<file path="src/rtl/regfile.sv">
// Two-read, one-write register file; x0 has no storage and always reads zero.
// Reads are combinational (zero latency), writes land on the rising edge; no backpressure.
module regfile #(
    parameter int XLEN  = 64,
    parameter int NREGS = 32,
    localparam int AW   = $clog2(NREGS)
) (
    input  logic            clk,
    input  logic            rst_n,
    input  logic            write,
    input  logic [AW-1:0]   writenum,
    input  logic [XLEN-1:0] write_data,
    input  logic [AW-1:0]   readnum1,
    input  logic [AW-1:0]   readnum2,
    output logic [XLEN-1:0] data_out1,
    output logic [XLEN-1:0] data_out2
);

    logic [XLEN-1:0] regs [1:NREGS-1];

    // Reset wins over a same-edge write; writes to x0 are dropped.
    always_ff @(posedge clk) begin
        if (!rst_n) begin
            for (int i = 1; i < NREGS; i++) begin
                regs[i] <= '0;
            end
        end else if (write && (writenum != '0)) begin
            regs[writenum] <= write_data;
        end
    end

    // No write-to-read bypass: a port shows the old value until the edge.
    assign data_out1 = (readnum1 == '0) ? '0 : regs[readnum1];
    assign data_out2 = (readnum2 == '0) ? '0 : regs[readnum2];

endmodule

</file>
<file path="config.mk">
export PLATFORM = sky130hd
export DESIGN_NAME = regfile
export DESIGN_NICKNAME = d
export VERILOG_FILES = /design/src/rtl/regfile.sv
export SDC_FILE = /design/constraint.sdc
export NUM_CORES = 2
export LEC_CHECK = 0
export CAP_MARGIN = 10
export CORE_ASPECT_RATIO = 1.4
export CORE_MARGIN = 2
export CORE_UTILIZATION = 40
export DETAILED_ROUTE_END_ITERATION = 10
export PLACE_DENSITY_LB_ADDON = 0.3
export SETUP_SLACK_MARGIN = 0.02
export SLEW_MARGIN = 20
export SYNTH_ARGS = -nofsm -noshare
export SYNTH_HDL_FRONTEND = slang
export SYNTH_SLANG_ARGS = --single-unit
</file>
<file path="constraint.sdc">
create_clock -name clk -period 10.31 [get_ports clk]
set_clock_uncertainty 0.2 [all_clocks]
set_input_delay 3.093 -clock clk [delete_from_list [all_inputs] [get_ports clk]]
set_output_delay 3.093 -clock clk [all_outputs]
set_load 0.005 [all_outputs]
</file>
# [Yosys cells after proc, flatten, opt, wreduce, memory -nomap -nowiden]
# Memories as Yosys holds them, arrays and structs flattened.
# Index checks and enable logic that the tools add are counted.
[totals] regBits=0 ramBits=1984 input_bits=82 out_inout_bits=128 word_cells=15 memories=1
[mem_list] memory="regs" words=31 width=64 rd=2 rd_clocked_by_memory_dff=0 wr=31 line="19" rtl="logic [XLEN-1:0] regs [1:NREGS-1];"
[op_classes] muxes=9 reduce_logical=5
[op_table] operator="2-to-1 mux 64 bit" count=3
[op_table] operator="OR reduction 64 bit" count=1
[op_table] operator="zero test 5 bit" count=2
[op_table] operator="2-to-1 mux 1 bit" count=5
[op_table] operator="2-to-1 mux 5 bit" count=1
[op_table] operator="nonzero test 5 bit" count=1
[op_table] operator="logical AND 1 bit" count=1

# [Longest topological paths before layout]
[depth] ltp_word=7 depth_mapped=10

# [Worst setup path before layout]
# OpenSTA, ideal clock, no wires.
[synth_timing] kind="input -> register" from="input writenum[1]" to="memory regs[20][0], enable pin" arrival_ns=8.295 required_ns=9.535 setup_slack_ns=1.240 stages=3 n_path_buf=1 cell_sequence="or3_1 > buf_1 > o21ai_0"
[synth_rtl] item="from (decl)" line="11" rtl="input logic [AW-1:0] writenum,"
[synth_rtl] item="to (decl)" line="19"

# [Worst setup path after layout]
[layout_timing] from="input readnum2[3]" to="output data_out2[21]"
[layout_between] elab_chain_cells=2 elab_cells_between_ends=3 classes_between="mux: 1; reduce/logical: 1; memory: 1"
[layout_rtl] item="from (decl)" line="14" rtl="input logic [AW-1:0] readnum2,"
[layout_rtl] item="memory read (31 x 64 bit) or zero test 5 bit (tied branches)"
[layout_rtl] item="2-to-1 mux 64 bit (*)" line="34" rtl="assign data_out2 = (readnum2 == '0) ? '0 : regs[readnum2];"
[layout_rtl] item="to (decl)" line="16" rtl="output logic [XLEN-1:0] data_out2"
# Mark *: on every way between the ends. The rest lies on a longest branch, timed or not.

==> impl_metrics.sql <==
INSERT INTO impl_metrics (metric_group, metric, value, unit) VALUES
('synth', 'avgSynthCellArea', '15.1', 'sq um'),
('floorplan', 'fp.dieH', '620', 'um'),
('drt', 'route.detailed.drc', '0', ''),
('cts', 'cts-buffers-inserted', '198', ''),
('run', 'max_cap_violations', '0', ''),
('floorplan', 'core', '0.270', 'sq mm'),
('synth', 'synth.yosys.seq_area_share', '0.567', ''),
('synth', 'ys.flop_type', 'edfxtp_1', ''),
('cts', 'cts_resized', '0', ''),
('place', 'preCtsSetupSlack', '788', 'ps'),
('timing', 'finalCritPeriodShare', '0.931', ''),
('cts', 'clockBufferDepth', '4', ''),
('synth', 'number_of_flops_mapped_to_enable_cells_by_yosys', '2048', ''),
('floorplan', 'placement_rows', '226', ''),
('cts', 'post_cts.repair.setup_buffers', '0', ''),
('timing', 'tns', '0', 'ps'),
('setup_path', 'worstSetupEndpointType', 'output pin', ''),
('place', 'place.port_buffers', '209', ''),
('setup_path', 'critPathLaunchType', 'input pin', ''),
('floorplan', 'die_area', '0.276', 'sq mm'),
('timing', 'timing.slew.headroom', '0.136', ''),
('setup_path', 'cp_max_fo', '29', ''),
('timing', 'report.final.hold_viol_count', '0', ''),
('drt', 'number_of_routed_nets_with_antenna_violations', '0', ''),
('synth', 'synth-async-reset-ratio', '0', ''),
('drt', 'wire_per_inst', '39.7', 'um'),
('layout', 'areaGrowthSynthToFinish', '12.6', '%'),
('floorplan', 'num_io_pins', '210', ''),
('timing', 'rsz0062_at_grt', 'false', ''),
('layout', 'final_cells', '10950', ''),
('cts', 'cts.hold.buffers_added', '0', ''),
('layout', 'top_reg_by_flops', 'regs', ''),
('cts', 'cts_root_buffer_type', 'clkbuf_16', ''),
('synth', 'synth-seq-cells', '2048', ''),
('pwr', 'ir_worst_vdd', '0.140', 'mV'),
('pwr', 'power_density', '163', 'mW/mm^2'),
('grt', 'grt_pass1_wl', '589000', 'um'),
('floorplan', 'initial_utilization', '0.401', ''),
('synth', 'yosys_warnings', '0', ''),
('grt', 'vias_in_the_first_global_route', '71710', ''),
('place', 'finalWeightedCongestion', '0.878', ''),
('grt', 'grt-ovfl-total', '0', ''),
('cts', 'clk_pin_slew', '70', 'ps'),
('drt', 'detailedRoute.firstPassIterationCount', '7', ''),
('layout', 'drive_gt1_frac', '0.219', ''),
('drt', 'vias_per_cell', '6.68', ''),
('timing', 'setup-violations-final', '0', ''),
('timing', 'layout_min_cycle_time', '9600', 'ps'),
('grt', 'largest_net_degree_at_the_start_of_global_routing', '66', ''),
('layout', 'largest_register_ff_count', '2048', ''),
('place', 'dp.final_hpwl', '245000', 'um'),
('synth', 'synth_cell_type_count', '50', ''),
('hold_path', 'timing.hold.worst.class', 'in -> reg', ''),
('layout', 'mostFrequentLayoutCell', 'edfxtp_1', ''),
('drt', 'postRouteWirelength', '435000', 'um'),
('grt', 'antenna_found_initial', '74', ''),
('synth', 'netlist_instances', '7182', ''),
('timing', 'postLayoutSetupSlackWorst', '714', 'ps'),
('cts', 'cts_tree', 'yes', ''),
('drt', 'route.vias.total', '73139', ''),
('place', 'placed_cell_count', '10543', ''),
('timing', 'finalHoldWorstSlack', '2600', 'ps'),
('layout', 'layout_common_cells', 'edfxtp_1 (2048), and2_1 (1998), mux4_2 (865)', ''),
('setup_path', 'worst_ep_required_time', '7020', 'ps'),
('synth', 'netlist_area', '0.109', 'sq mm'),
('cts', 'clock_sinks', '2048', ''),
('cts', 'cts.htree.levels', '4', ''),
('setup_path', 'arrival', '6300', 'ps'),
('drt', 'drt_first_iter_violations', '12681', ''),
('timing', 'timing.fmax', '104', 'MHz'),
('timing', 'tightestPinTransition', '1300', 'ps'),
('layout', 'nFillCells', '23448', ''),
('setup_path', 'setup_cp_type', 'in -> out', ''),
('floorplan', 'fp.dieW', '444', 'um'),
('layout', 'num-nets-final', '7291', ''),
('timing', 'slew_violations', '0', ''),
('grt', 'gr-usage-all-layers', '0.310', ''),
('pwr', 'report.power.total', '19.9', 'mW'),
('layout', 'largest_registers', 'regs: 2048 flops', ''),
('pwr', 'power.static_leakage', '42.2', 'nW'),
('run_status', 'run_status', 'finished, final reports clean', '');
cell type report:
| cell class | instances | area (sq um) | area share |
|---|---|---|---|
| clock buffers | 252 | 5200 | 0.0426 |
| diodes | 55 | 138 | 0.00113 |
| clock inverters | 100 | 958 | 0.00784 |
| inverters | 2 | 8.76 | 0.0000717 |
| repair buffers | 529 | 5510 | 0.0451 |
| flip-flops and latches | 2048 | 61500 | 0.503 |
| well taps | 3534 | 4420 | 0.0362 |
| multi-input cells | 4430 | 44500 | 0.364 |
per-layer routing:
metal / part of all wire / up-vias / global-route usage
met2: 0.47 / 6258 / 0.502
met5: 0.00040 / - / 0
li1: - / 27631 / -
met3: 0.13 / 1520 / 0.0795
met1: 0.33 / 37700 / 0.374
met4: 0.068 / 30 / 0.183
cell families (layout without fill, tap and decap cells):
group	after synthesis	after routing	synth area share
other cells	1	119	0.0000346
buf+inv	767	883	0.0327
flops	2048	2048	0.567
mux	1432	1432	0.233
simple gates	2318	2318	0.128
compound gates	616	616	0.0396
per-stage QoR:
| stage | util | instance area [sq um] |
|---|---|---|
| after floorplan | - | 109000 |
| after global placement | 0.428 | 116000 |
| after detailed placement | 0.429 | 116000 |
| after CTS | 0.452 | 122000 |
| after global routing | 0.452 | 122000 |
| final | 0.452 | 122000 |
cells in the mapped netlist (3+ instances only):
master,count,area (sq um)
buf_4,44,330
a221oi_1,18,158
nor2_2,3,18.8
o22ai_1,76,475
a211oi_1,27,203
o22a_1,4,35.0
and2_1,2000,12500
buf_1,41,154
a21o_1,32,240
clkbuf_1,523,1960
mux4_2,865,19500
o21ai_0,84,420
nand2b_1,6,37.5
buf_2,113,566
nor2_1,143,537
nand3b_1,4,30.0
nor4_1,8,50.1
a21oi_1,77,385
mux2_2,66,743
a2111oi_1,3,30.0
nand3_1,19,95.1
and3_1,19,119
nor3_1,5,25.0
a22oi_1,186,1400
buf_8,3,45.0
mux2i_1,499,4990
a22o_1,13,114
o221ai_1,82,718
nand2_1,87,327
a2111oi_0,9,78.8
buf_6,39,439
edfxtp_1,2048,61500
nor2b_1,14,87.6
worst paths after layout:
path	start	to	slack (ps)	depth (start not counted)
min	write_data[10]	regs[0][10]	2600	1
max	readnum2[3]	data_out2[21]	710	7
worst max-delay path: stages:
cell and delay (ps):
buf_6 400, buf_4 630, mux4_2 390, mux2i_1 670
o221ai_1 250, a21o_1 250, clkdlybuf4s50_1 460
power by group:
group / switching (mW) / internal (mW) / total [mW] / leakage [nW]
logic: 1.62 / 1.11 / 2.72 / 19.7
clock network: 3.31 / 4.03 / 7.34 / 3.00
registers: 0.232 / 9.62 / 9.85 / 19.5
total: 5.16 / 14.8 / 19.9 / 42.2
No activity file was read; power rests on OpenSTA's default activity.
